==> src/rtl/stopwatch_timer_pkg.sv <==
// Shared constants for the BCD stopwatch/countdown timer: state encoding and digit limits.
package stopwatch_pkg;

  localparam int unsigned DIGIT_W = 4;
  localparam logic [DIGIT_W-1:0] DIGIT_MAX = 4'd9;
  localparam logic [DIGIT_W-1:0] TENS_MAX  = 4'd5;

  localparam logic [1:0] StIdle    = 2'd0;
  localparam logic [1:0] StRun     = 2'd1;
  localparam logic [1:0] StPaused  = 2'd2;
  localparam logic [1:0] StExpired = 2'd3;

  function automatic logic [DIGIT_W-1:0] bcd_clamp(input logic [DIGIT_W-1:0] d,
                                                   input logic [DIGIT_W-1:0] max);
    return (d > max) ? max : d;
  endfunction

endpackage

==> src/rtl/stopwatch_timer_if.sv <==
// Button-pulse / display-digit bundle for stopwatch_timer.
// STOPWATCH_LAP_EN adds the lap capture pulse and lap_time digits.
interface stopwatch_timer_if #(
  parameter int unsigned MIN_DIGITS = 1
);
  logic                      start;
  logic                      stop;
  logic                      clear;
  logic                      countdown;
  logic                      load;
  logic [4*MIN_DIGITS+11:0]  load_val;
  logic [4*MIN_DIGITS-1:0]   minutes;
  logic [3:0]                tens_seconds;
  logic [3:0]                ones_seconds;
  logic [3:0]                tenths_seconds;
  logic                      running;
  logic                      done;
`ifdef STOPWATCH_LAP_EN
  logic                      lap;
  logic [4*MIN_DIGITS+11:0]  lap_time;

  modport master (
    output start, stop, clear, countdown, load, load_val, lap,
    input  minutes, tens_seconds, ones_seconds, tenths_seconds, running, done, lap_time
  );
  modport slave (
    input  start, stop, clear, countdown, load, load_val, lap,
    output minutes, tens_seconds, ones_seconds, tenths_seconds, running, done, lap_time
  );
`else
  modport master (
    output start, stop, clear, countdown, load, load_val,
    input  minutes, tens_seconds, ones_seconds, tenths_seconds, running, done
  );
  modport slave (
    input  start, stop, clear, countdown, load, load_val,
    output minutes, tens_seconds, ones_seconds, tenths_seconds, running, done
  );
`endif
endinterface

==> src/rtl/stopwatch_timer_bcd_digit_counter.sv <==
// One BCD digit (0..MAX) with increment/decrement, clamped preset and combinational carry/borrow.
module bcd_digit_counter
  import stopwatch_pkg::*;
#(
  parameter logic [DIGIT_W-1:0] MAX = DIGIT_MAX
) (
  input  logic               clk_i,
  input  logic               rst_ni,
  input  logic               clr_i,
  input  logic               load_i,
  input  logic [DIGIT_W-1:0] load_val_i,
  input  logic               inc_i,
  input  logic               dec_i,
  output logic [DIGIT_W-1:0] q_o,
  output logic               carry_o,
  output logic               borrow_o
);

  logic [DIGIT_W-1:0] q_d, q_q;

  assign carry_o  = inc_i & (q_q == MAX);
  assign borrow_o = dec_i & (q_q == '0);

  always_comb begin
    q_d = q_q;
    if (clr_i) begin
      q_d = '0;
    end else if (load_i) begin
      q_d = bcd_clamp(load_val_i, MAX);
    end else if (inc_i) begin
      q_d = carry_o ? '0 : q_q + 4'd1;
    end else if (dec_i) begin
      q_d = borrow_o ? MAX : q_q - 4'd1;
    end
  end

  always_ff @(posedge clk_i or negedge rst_ni) begin
    if (!rst_ni) begin
      q_q <= '0;
    end else begin
      q_q <= q_d;
    end
  end

  assign q_o = q_q;

endmodule

==> src/rtl/stopwatch_timer.sv <==
// BCD M:SS.t stopwatch / countdown timer with tenth-second prescaler and run/pause/expired FSM.
// Define STOPWATCH_LAP_EN to build the lap capture register.
module stopwatch_timer
  import stopwatch_pkg::*;
#(
  parameter int unsigned TICK_DIV   = 10_000_000,
  parameter int unsigned MIN_DIGITS = 1
) (
  input logic           clk,
  input logic           reset_n,
  stopwatch_timer_if.slave sw
);

  // Digit 0 is tenths, 1 ones, 2 tens of seconds, 3.. minutes (LSD first).
  localparam int unsigned NumDig = MIN_DIGITS + 3;
  localparam int unsigned PresW  = $clog2(TICK_DIV);
  localparam logic [PresW-1:0] PresMax = PresW'(TICK_DIV - 1);

  logic [1:0]       state_d, state_q;
  logic             mode_d, mode_q;
  logic [PresW-1:0] presc_d, presc_q;
  logic             done_d, done_q;
  logic             running_d, running_q;

  logic [NumDig-1:0][DIGIT_W-1:0] digit;
  logic [NumDig-1:0]              carry, borrow;
  logic tick_up, tick_dn, load_ok, value_zero, one_left;

  assign value_zero = (digit == '0);
  assign one_left   = (digit[0] == 4'd1) && (digit[NumDig-1:1] == '0);
  assign load_ok    = sw.load && (state_q != StRun);

  always_comb begin
    state_d = state_q;
    mode_d  = mode_q;
    presc_d = presc_q;
    done_d  = 1'b0;
    tick_up = 1'b0;
    tick_dn = 1'b0;
    if (sw.clear) begin
      state_d = StIdle;
      presc_d = '0;
    end else if (load_ok) begin
      presc_d = '0;
      if (state_q == StExpired) state_d = StPaused;
    end else if (sw.stop) begin
      if (state_q == StRun) state_d = StPaused;
    end else if (state_q == StRun) begin
      if (presc_q == PresMax) begin
        presc_d = '0;
        if (!mode_q) begin
          tick_up = 1'b1;
        end else begin
          // Down mode never wraps: the tick that lands on zero expires the timer.
          tick_dn = !value_zero;
          if (value_zero || one_left) begin
            done_d  = 1'b1;
            state_d = StExpired;
          end
        end
      end else begin
        presc_d = presc_q + 1'b1;
      end
    end else if (sw.start) begin
      if (state_q == StIdle && !(sw.countdown && value_zero)) begin
        mode_d  = sw.countdown;
        presc_d = '0;
        state_d = StRun;
      end else if (state_q == StPaused) begin
        state_d = StRun;
      end
    end
    running_d = (state_d == StRun);
  end

  always_ff @(posedge clk or negedge reset_n) begin
    if (!reset_n) begin
      state_q   <= StIdle;
      mode_q    <= 1'b0;
      presc_q   <= '0;
      done_q    <= 1'b0;
      running_q <= 1'b0;
    end else begin
      state_q   <= state_d;
      mode_q    <= mode_d;
      presc_q   <= presc_d;
      done_q    <= done_d;
      running_q <= running_d;
    end
  end

  for (genvar i = 0; i < NumDig; i++) begin : g_digit
    logic inc, dec;
    if (i == 0) begin : g_lsd
      assign inc = tick_up;
      assign dec = tick_dn;
    end else begin : g_chain
      assign inc = carry[i-1];
      assign dec = borrow[i-1];
    end
    bcd_digit_counter #(
      .MAX ((i == 2) ? TENS_MAX : DIGIT_MAX)
    ) u_digit (
      .clk_i      (clk),
      .rst_ni     (reset_n),
      .clr_i      (sw.clear),
      .load_i     (load_ok),
      .load_val_i (sw.load_val[4*i +: 4]),
      .inc_i      (inc),
      .dec_i      (dec),
      .q_o        (digit[i]),
      .carry_o    (carry[i]),
      .borrow_o   (borrow[i])
    );
  end

  // Carry/borrow out of the top minute digit is the wrap indication, deliberately dropped.
  logic unused_top;
  assign unused_top = carry[NumDig-1] ^ borrow[NumDig-1];

`ifdef STOPWATCH_LAP_EN
  logic [4*NumDig-1:0] lap_d, lap_q;

  always_comb begin
    lap_d = lap_q;
    if (sw.clear)    lap_d = '0;
    else if (sw.lap) lap_d = digit;
  end

  always_ff @(posedge clk or negedge reset_n) begin
    if (!reset_n) begin
      lap_q <= '0;
    end else begin
      lap_q <= lap_d;
    end
  end

  assign sw.lap_time = lap_q;
`endif

  assign sw.tenths_seconds = digit[0];
  assign sw.ones_seconds   = digit[1];
  assign sw.tens_seconds   = digit[2];
  assign sw.minutes        = digit[NumDig-1:3];
  assign sw.running        = running_q;
  assign sw.done           = done_q;

endmodule

==> src/flat_wrapper.sv <==
// flat-port wrapper written by rule: the top's interface ports become plain ports
module stopwatch_timer_flat import stopwatch_pkg::*;
#(
  parameter int unsigned TICK_DIV   = 10_000_000,
  parameter int unsigned MIN_DIGITS = 1
)
  (clk, reset_n, sw_start, sw_stop, sw_clear, sw_countdown, sw_load, sw_load_val, sw_minutes, sw_tens_seconds, sw_ones_seconds, sw_tenths_seconds, sw_running, sw_done);
  stopwatch_timer_if #(.MIN_DIGITS(MIN_DIGITS)) sw_i ();
  input logic clk;
  input logic reset_n;
  input wire logic [$bits(sw_i.start)-1:0] sw_start;
  input wire logic [$bits(sw_i.stop)-1:0] sw_stop;
  input wire logic [$bits(sw_i.clear)-1:0] sw_clear;
  input wire logic [$bits(sw_i.countdown)-1:0] sw_countdown;
  input wire logic [$bits(sw_i.load)-1:0] sw_load;
  input wire logic [$bits(sw_i.load_val)-1:0] sw_load_val;
  output wire logic [$bits(sw_i.minutes)-1:0] sw_minutes;
  output wire logic [$bits(sw_i.tens_seconds)-1:0] sw_tens_seconds;
  output wire logic [$bits(sw_i.ones_seconds)-1:0] sw_ones_seconds;
  output wire logic [$bits(sw_i.tenths_seconds)-1:0] sw_tenths_seconds;
  output wire logic [$bits(sw_i.running)-1:0] sw_running;
  output wire logic [$bits(sw_i.done)-1:0] sw_done;
  assign sw_i.start = sw_start;
  assign sw_i.stop = sw_stop;
  assign sw_i.clear = sw_clear;
  assign sw_i.countdown = sw_countdown;
  assign sw_i.load = sw_load;
  assign sw_i.load_val = sw_load_val;
  assign sw_minutes = sw_i.minutes;
  assign sw_tens_seconds = sw_i.tens_seconds;
  assign sw_ones_seconds = sw_i.ones_seconds;
  assign sw_tenths_seconds = sw_i.tenths_seconds;
  assign sw_running = sw_i.running;
  assign sw_done = sw_i.done;
  stopwatch_timer #(.TICK_DIV(TICK_DIV), .MIN_DIGITS(MIN_DIGITS)) u_core (.clk(clk), .reset_n(reset_n), .sw(sw_i));
endmodule
==> config.mk <==
export PLATFORM = sky130hd
export DESIGN_NAME = stopwatch_timer_flat
export DESIGN_NICKNAME = d
export VERILOG_FILES = /design/src/rtl/stopwatch_timer_pkg.sv /design/src/rtl/stopwatch_timer_if.sv /design/src/rtl/stopwatch_timer_bcd_digit_counter.sv /design/src/rtl/stopwatch_timer.sv /design/src/flat_wrapper.sv
export SDC_FILE = /design/constraint.sdc
export NUM_CORES = 1
export LEC_CHECK = 0
export CORE_AREA = 2 2 91 93
export CTS_CLUSTER_DIAMETER = 60
export DETAILED_ROUTE_END_ITERATION = 8
export DIE_AREA = 0 0 93 95
export GPL_TIMING_DRIVEN = 0
export HOLD_SLACK_MARGIN = 0.08
export PLACE_DENSITY_LB_ADDON = 0.08
export SLEW_MARGIN = 15
export SYNTH_ARGS = -nofsm -noshare
export SYNTH_HDL_FRONTEND = slang
export SYNTH_SLANG_ARGS = --single-unit
==> constraint.sdc <==
create_clock -name clk -period 2.8 [get_ports clk]
set_input_delay 0.42 -clock clk [delete_from_list [all_inputs] [get_ports clk]]
set_output_delay 0.42 -clock clk [all_outputs]
set_load 0.005 [all_outputs]
# Word level (Yosys, flattened, before mapping)
# Index checks and enable logic that the tools add are counted.
# word_totals
register_bits	45
wordCells	134
input_bits	23
output_inout_bits	18
# op_classes
bitwise	12
reduce_logical	22
mux	66
n_eq_ne	12
magnitude_cmp	4
addsub	9
# ops
cell	n
$mux W24	7
$mux W4	28
$add A24 B1 Y24 const B	1
$eq A24 B24 Y1 const B	1
$mux W2	12
$reduce_bool A4 Y1	6
$mux W1	19
$add A4 B1 Y4 const B	4
$logic_not A16 Y1	1
$logic_not A4 Y1	4
$sub A4 B1 Y4 const B	4
$eq A4 B4 Y1 const B	3
$gt A4 B4 Y1 const B	3
$logic_not A12 Y1	1
$and A1 B1 Y1	8
$reduce_and A6 Y1	1
$eq A2 B1 Y1 const B	2
$eq A2 B2 Y1 const B	2
$eq A4 B1 Y1 const B	1
$eq A4 B3 Y1 const B	1
$gt A4 B3 Y1 const B	1
$logic_and A1 B1 Y1	4
$not A1 Y1	4
$ne A3 B1 Y1 const B	1
5 further kinds	6

# Depth between registers and ports, before layout
# Gate-level depths: netlist of the first run.
# logic_depth
word_depth	17
depth_mapped	9
depth_no_buf	8

# Cells and area by module
# From an unflattened synthesis of the first run, not the netlist that was laid out.
# hier_totals
hier_cells	422
hier_area_um2	3573.4
# by_module_without_submodules
mod	seq_area_each_um2	area_per_inst_um2	instances	cells_each
stopwatch_timer	725.7	1799.2	1	202
bcd_digit_counter (u_core.g_digit[0].u_digit ...)	100.1	457.9	3	57
bcd_digit_counter (u_core.g_digit[2].u_digit)	100.1	400.4	1	49

# Worst setup path after synthesis of the first run
# Ideal clock, no wire load.
# synth_path
path_type	reg-to-reg
from	reg u_core.g_digit[1].u_digit.q_q[0]
to	reg u_core.g_digit[2].u_digit.q_q[2]
path_slack_ns	0.341
n_path_buf	0
period_less_slack_ns	2.459
required_ns	2.710
stages_incl_launch_ff	9
setup_time_ns	0.090
t_arrival_ns	2.369
cell_sequence	dfrtp_1 -> inv_1 -> ha_1 -> or3b_2 -> a211oi_1 -> nand2b_1 -> a21oi_1 -> a2111o_1 -> o221ai_1
# synth_between
elab_chain_len	16
word_cells_on_any_way	22
cone_classes	1 x eq/ne; 12 x mux; 5 x bitwise; 4 x reduce/logical
# synth_rtl
element	line	rtl
from (decl)	stopwatch_timer_bcd_digit_counter.sv:19	logic [DIGIT_W-1:0] q_d, q_q;
from (signal assigned)	stopwatch_timer_bcd_digit_counter.sv:41	q_q <= q_d;
$logic_not A16 Y1	stopwatch_timer.sv:29	assign value_zero = (digit == '0);
$logic_not A1 Y1	stopwatch_timer.sv:55	tick_dn = !value_zero;
$mux W1	stopwatch_timer.sv:51	if (!mode_q) begin
$mux W1	stopwatch_timer.sv:49	if (presc_q == PresMax) begin
$mux W1	stopwatch_timer.sv:48	end else if (state_q == StRun) begin
$mux W1	stopwatch_timer.sv:46	end else if (sw.stop) begin
$mux W1	stopwatch_timer.sv:43	end else if (load_ok) begin
$mux W1	stopwatch_timer.sv:40	if (sw.clear) begin
$and A1 B1 Y1 (3 in a row)	stopwatch_timer_bcd_digit_counter.sv:22	assign borrow_o = dec_i & (q_q == '0);
$mux W4	stopwatch_timer_bcd_digit_counter.sv:33	q_d = borrow_o ? MAX : q_q - 4'd1;
$mux W4	stopwatch_timer_bcd_digit_counter.sv:32	end else if (dec_i) begin
$mux W4	stopwatch_timer_bcd_digit_counter.sv:30	end else if (inc_i) begin
$mux W4	stopwatch_timer_bcd_digit_counter.sv:28	end else if (load_i) begin
$mux W4	stopwatch_timer_bcd_digit_counter.sv:26	if (clr_i) begin
to (signal assigned)	stopwatch_timer_bcd_digit_counter.sv:41	
to (decl)	stopwatch_timer_bcd_digit_counter.sv:19	
# Parallel ways exist; a longest one is shown, timed or not. The select of a mux whose other input is x is not followed.
# A chain may end at the register's enable or synchronous reset.

# Worst setup path after layout of the first run
# layout_path
from	in sw_stop
to	reg u_core.g_digit[3].u_digit.q_q[3]
# layout_between
elab_chain_len	12
word_cells_on_any_way	21
cone_classes	12 x mux; 8 x bitwise; 1 x reduce/logical
# layout_rtl
element	line	rtl
from (decl)	flat_wrapper.sv:12	input wire logic [$bits(sw_i.stop)-1:0] sw_stop;
$mux W1	stopwatch_timer.sv:46	
$mux W1	stopwatch_timer.sv:43	
$mux W1	stopwatch_timer.sv:40	
$and A1 B1 Y1 (4 in a row)	stopwatch_timer_bcd_digit_counter.sv:22	
$mux W4	stopwatch_timer_bcd_digit_counter.sv:33	
$mux W4	stopwatch_timer_bcd_digit_counter.sv:32	
$mux W4	stopwatch_timer_bcd_digit_counter.sv:30	
$mux W4	stopwatch_timer_bcd_digit_counter.sv:28	
$mux W4	stopwatch_timer_bcd_digit_counter.sv:26	
to (signal assigned)	stopwatch_timer_bcd_digit_counter.sv:41	
to (decl)	stopwatch_timer_bcd_digit_counter.sv:19	
# Parallel ways exist; a longest one is shown, timed or not. The select of a mux whose other input is x is not followed.

==> metrics.yaml, run 1 <==
setup_path:
  worstPathMaxFanout: 7
  cp-end-kind: "flip-flop"
  timing.rr.start: "u_core.presc_q[0]"
  critPathKind: "in2reg"
  cp.arrival_ns: 2.92
  startpoint: "sw_stop"
  cp.required_ns: 3.04
  startpoint_type: "input port"
routing:
  drt_iter0_markers: 167
  drt_first_pass_iters: 5
  ant_nets: 0
  avgRoutedWirePerCell_um: 16.4
  drc: 0
  finalWirelength_mm: 9.33
  vias: 3324
  routed_via_density: 5.83
placement:
  hpwl_mm: 6.87
  place_congestion: 0.932
  io_buffers: 39
synth:
  synth_top_cell_area_share: 0.326
  synth.most_common_cell: "dfrtp_1"
  syn_nets: 454
  yosysSeqAreaShare: 0.326
  ys_warn_count: 0
  synth_top_area_cell: "dfrtp_1"
  ys_seq_elements: 45
  synth_cell_types: 66
  syn_avg_cell_area_sq_um: 8.33
  synth_common_cells: "dfrtp_1 (45), nor2_1 (38), o21ai_0 (35)"
  synthArstFlopShare: 1.00
  synth_cells: 415
  ys_dominant_reg_cell: "dfrtp_1"
  ys_top_cells_by_area: "dfrtp_1 (33%), ha_1 (5.8%), o21ai_0 (5.1%)"
  synth_area_sq_um: 3460
  synth_edf_count: 0
clocking:
  htree_levels: 2
  clk_path_buf_depth: 2
  clk_pin_slew_worst_paths_ns: 0.10
  cts_sinks: 45
  cts_buffers: 5
  cts_root_buf: "clkbuf_8"
  cts_tree: "built"
  clk_latency_ns: 0.31
sta:
  tns_ns: 0
  setup-violations-final: 0
  slew_headroom: 0.514
  skew_ns: 0.0171
  period_share: 0.954
  hold_viol: 0
  rsz0062_at_grt: "false"
  max_freq_mhz: 374
  tightest_slew_ns: 0.724
  fin_crit_ns: 2.67
  final_max_slew_viol_count: 0
  holdWs_ns: 0.353
cells_and_area:
  drive_gt1_frac: 0.0925
  diodes: 0
  fin_nets: 503
  area_delta_synth_final_pct: 21.3
grt:
  grt_pass1_wl_mm: 15.1
  grt_usage: 0.213
  grt_max_degree: 34
  grt_pass1_vias: 3051
  antenna_found_initial: 0
  gr-total-overflow: 0
min_path:
  hp-start: "sw_clear"
  hold_class: "in2reg"
floorplanning:
  io_pins: 41
  floorplan.initialDensity: 0.436
  fp.dieH_um: 95
  rows: 33
  die_width_um: 93
  core_area_sq_um: 7930
  dieArea_sq_um: 8840
power:
  leakage_nw: 1.65
  power_density_nw_per_um2: 389
  ir_drop_uv: 197
flow_run:
  drv_cap: 0
outcome:
  status: "complete, no violations"
## where the power goes
| part | switching [mW] | leakage [nW] | internal (mW) |
|---|---|---|---|
| registers | 0.0536 | 0.610 | 0.681 |
| logic | 0.243 | 0.992 | 0.229 |
| clock network | 0.253 | 0.0439 | 0.173 |
## critical path, stage by stage
cell	delay (ns)
clkdlybuf4s50_1	0.47
or4b_4	0.58
or4_4	0.49
nor3_4	0.37
mux2i_1	0.13
a211o_1	0.31
o211ai_2	0.13
## stage by stage
stage          instances  power [mW]   util  setup WS, ns  instance area [sq um]
4_1_cts              569        1.61  0.520       0.00159                   4120
6_report             570        1.63  0.529         0.129                   4190
3_5_place_dp         560        1.18  0.504        -0.439                   3990
3_3_place_gp         559        1.17  0.502        -0.350                   3980
2_1_floorplan        415       0.996      -         0.341                   3460
5_1_grt              570        1.73  0.529        0.0143                   4190
## layout by cell type (no fill, tap or decap), types with 4 or more instances in the layout
cell type        instances
o31ai_1                 12
nand2b_1                11
nand3_1                 21
dfrtp_1                 45
nor4_1                   4
a211oi_1                 6
a2111oi_0                4
xnor2_1                  6
clkdlybuf4s50_1         38
mux2i_1                  5
xor2_1                   6
a21oi_1                 13
nand2_1                 33
clkbuf_1                 9
ha_1                    16
a31oi_1                  6
nor2b_1                  6
inv_1                   20
nand4_1                  7
and3_1                   9
nor3_1                  16
clkbuf_8                 5
nor2_1                  38
o21ai_0                 35
buf_2                    5
## metal layers
layer | share of wire | vias to the layer above | global-route usage
li1 | - | 1640 | -
met1 | 0.46 | 1600 | 0.276
met2 | 0.50 | 71 | 0.380
met3 | 0.032 | 13 | 0.0271
met4 | 0.014 | 0 | 0.0502
met5 | 0 | - | 0
## final cells by class
type / instances / area, sq um
sequential: 45 / 1130
fill: 778 / 3730
inverter: 20 / 75.1
clock inverter: 3 / 17.5
clock buffer: 5 / 68.8
tap: 105 / 131
timing repair buffer: 44 / 438
buffer: 18 / 92.6
multi-input combinational: 330 / 2240
## registers in the layout, indices dropped and copies added (netlist names)
name,cells
u_core.mode_q,1
u_core.state_q,2
u_core.sw.running,1
u_core.g_digit.u_digit.q_o,16
u_core.sw.done,1
u_core.presc_q,24
## logic make-up (layout without fill, tap and decap cells)
group                    Yosys count  after routing  share of synthesized area
multiplexers                       7              7                     0.0210
buffers and inverters             40             90                     0.0496
XOR/XNOR                          12             12                     0.0304
adder cells (fa/ha/maj)           16             16                     0.0579
AND/OR/NAND/NOR                  182            182                      0.294
flip-flops                        45             45                      0.326
AO/OA/AOI/OAI                    113            113                      0.221
## final timing paths
check	to	slack [ns]	cells past startpoint
min	u_core.state_q[1]	0.35	2
min in group asynchronous	u_core.g_digit[3].u_digit.q_o[3]	0.52	2
max	u_core.g_digit[3].u_digit.q_o[3]	0.13	7
max reg2reg	u_core.g_digit[0].u_digit.q_o[1]	0.16	8
max in group asynchronous	u_core.presc_q[13]	1.78	3
min reg2reg	u_core.presc_q[6]	0.48	1
## repair_timing
action / in CTS / in global routing
setup buffers: 0 / 3
endpoints found under the hold margin: 12 / 0
endpoints found under the setup margin: 25 / 38
pin swaps: 0 / 1
hold buffers: 1 / 0
gates cloned: 0 / 0
resized for setup: 6 / 10
(Power assumes the default switching activity.)
==> run 2: changes to the inputs <==
- SLEW_MARGIN: 15 -> not set
==> results of run 2 <==
Final layout, timing and power as in run 1 (identical DEF).
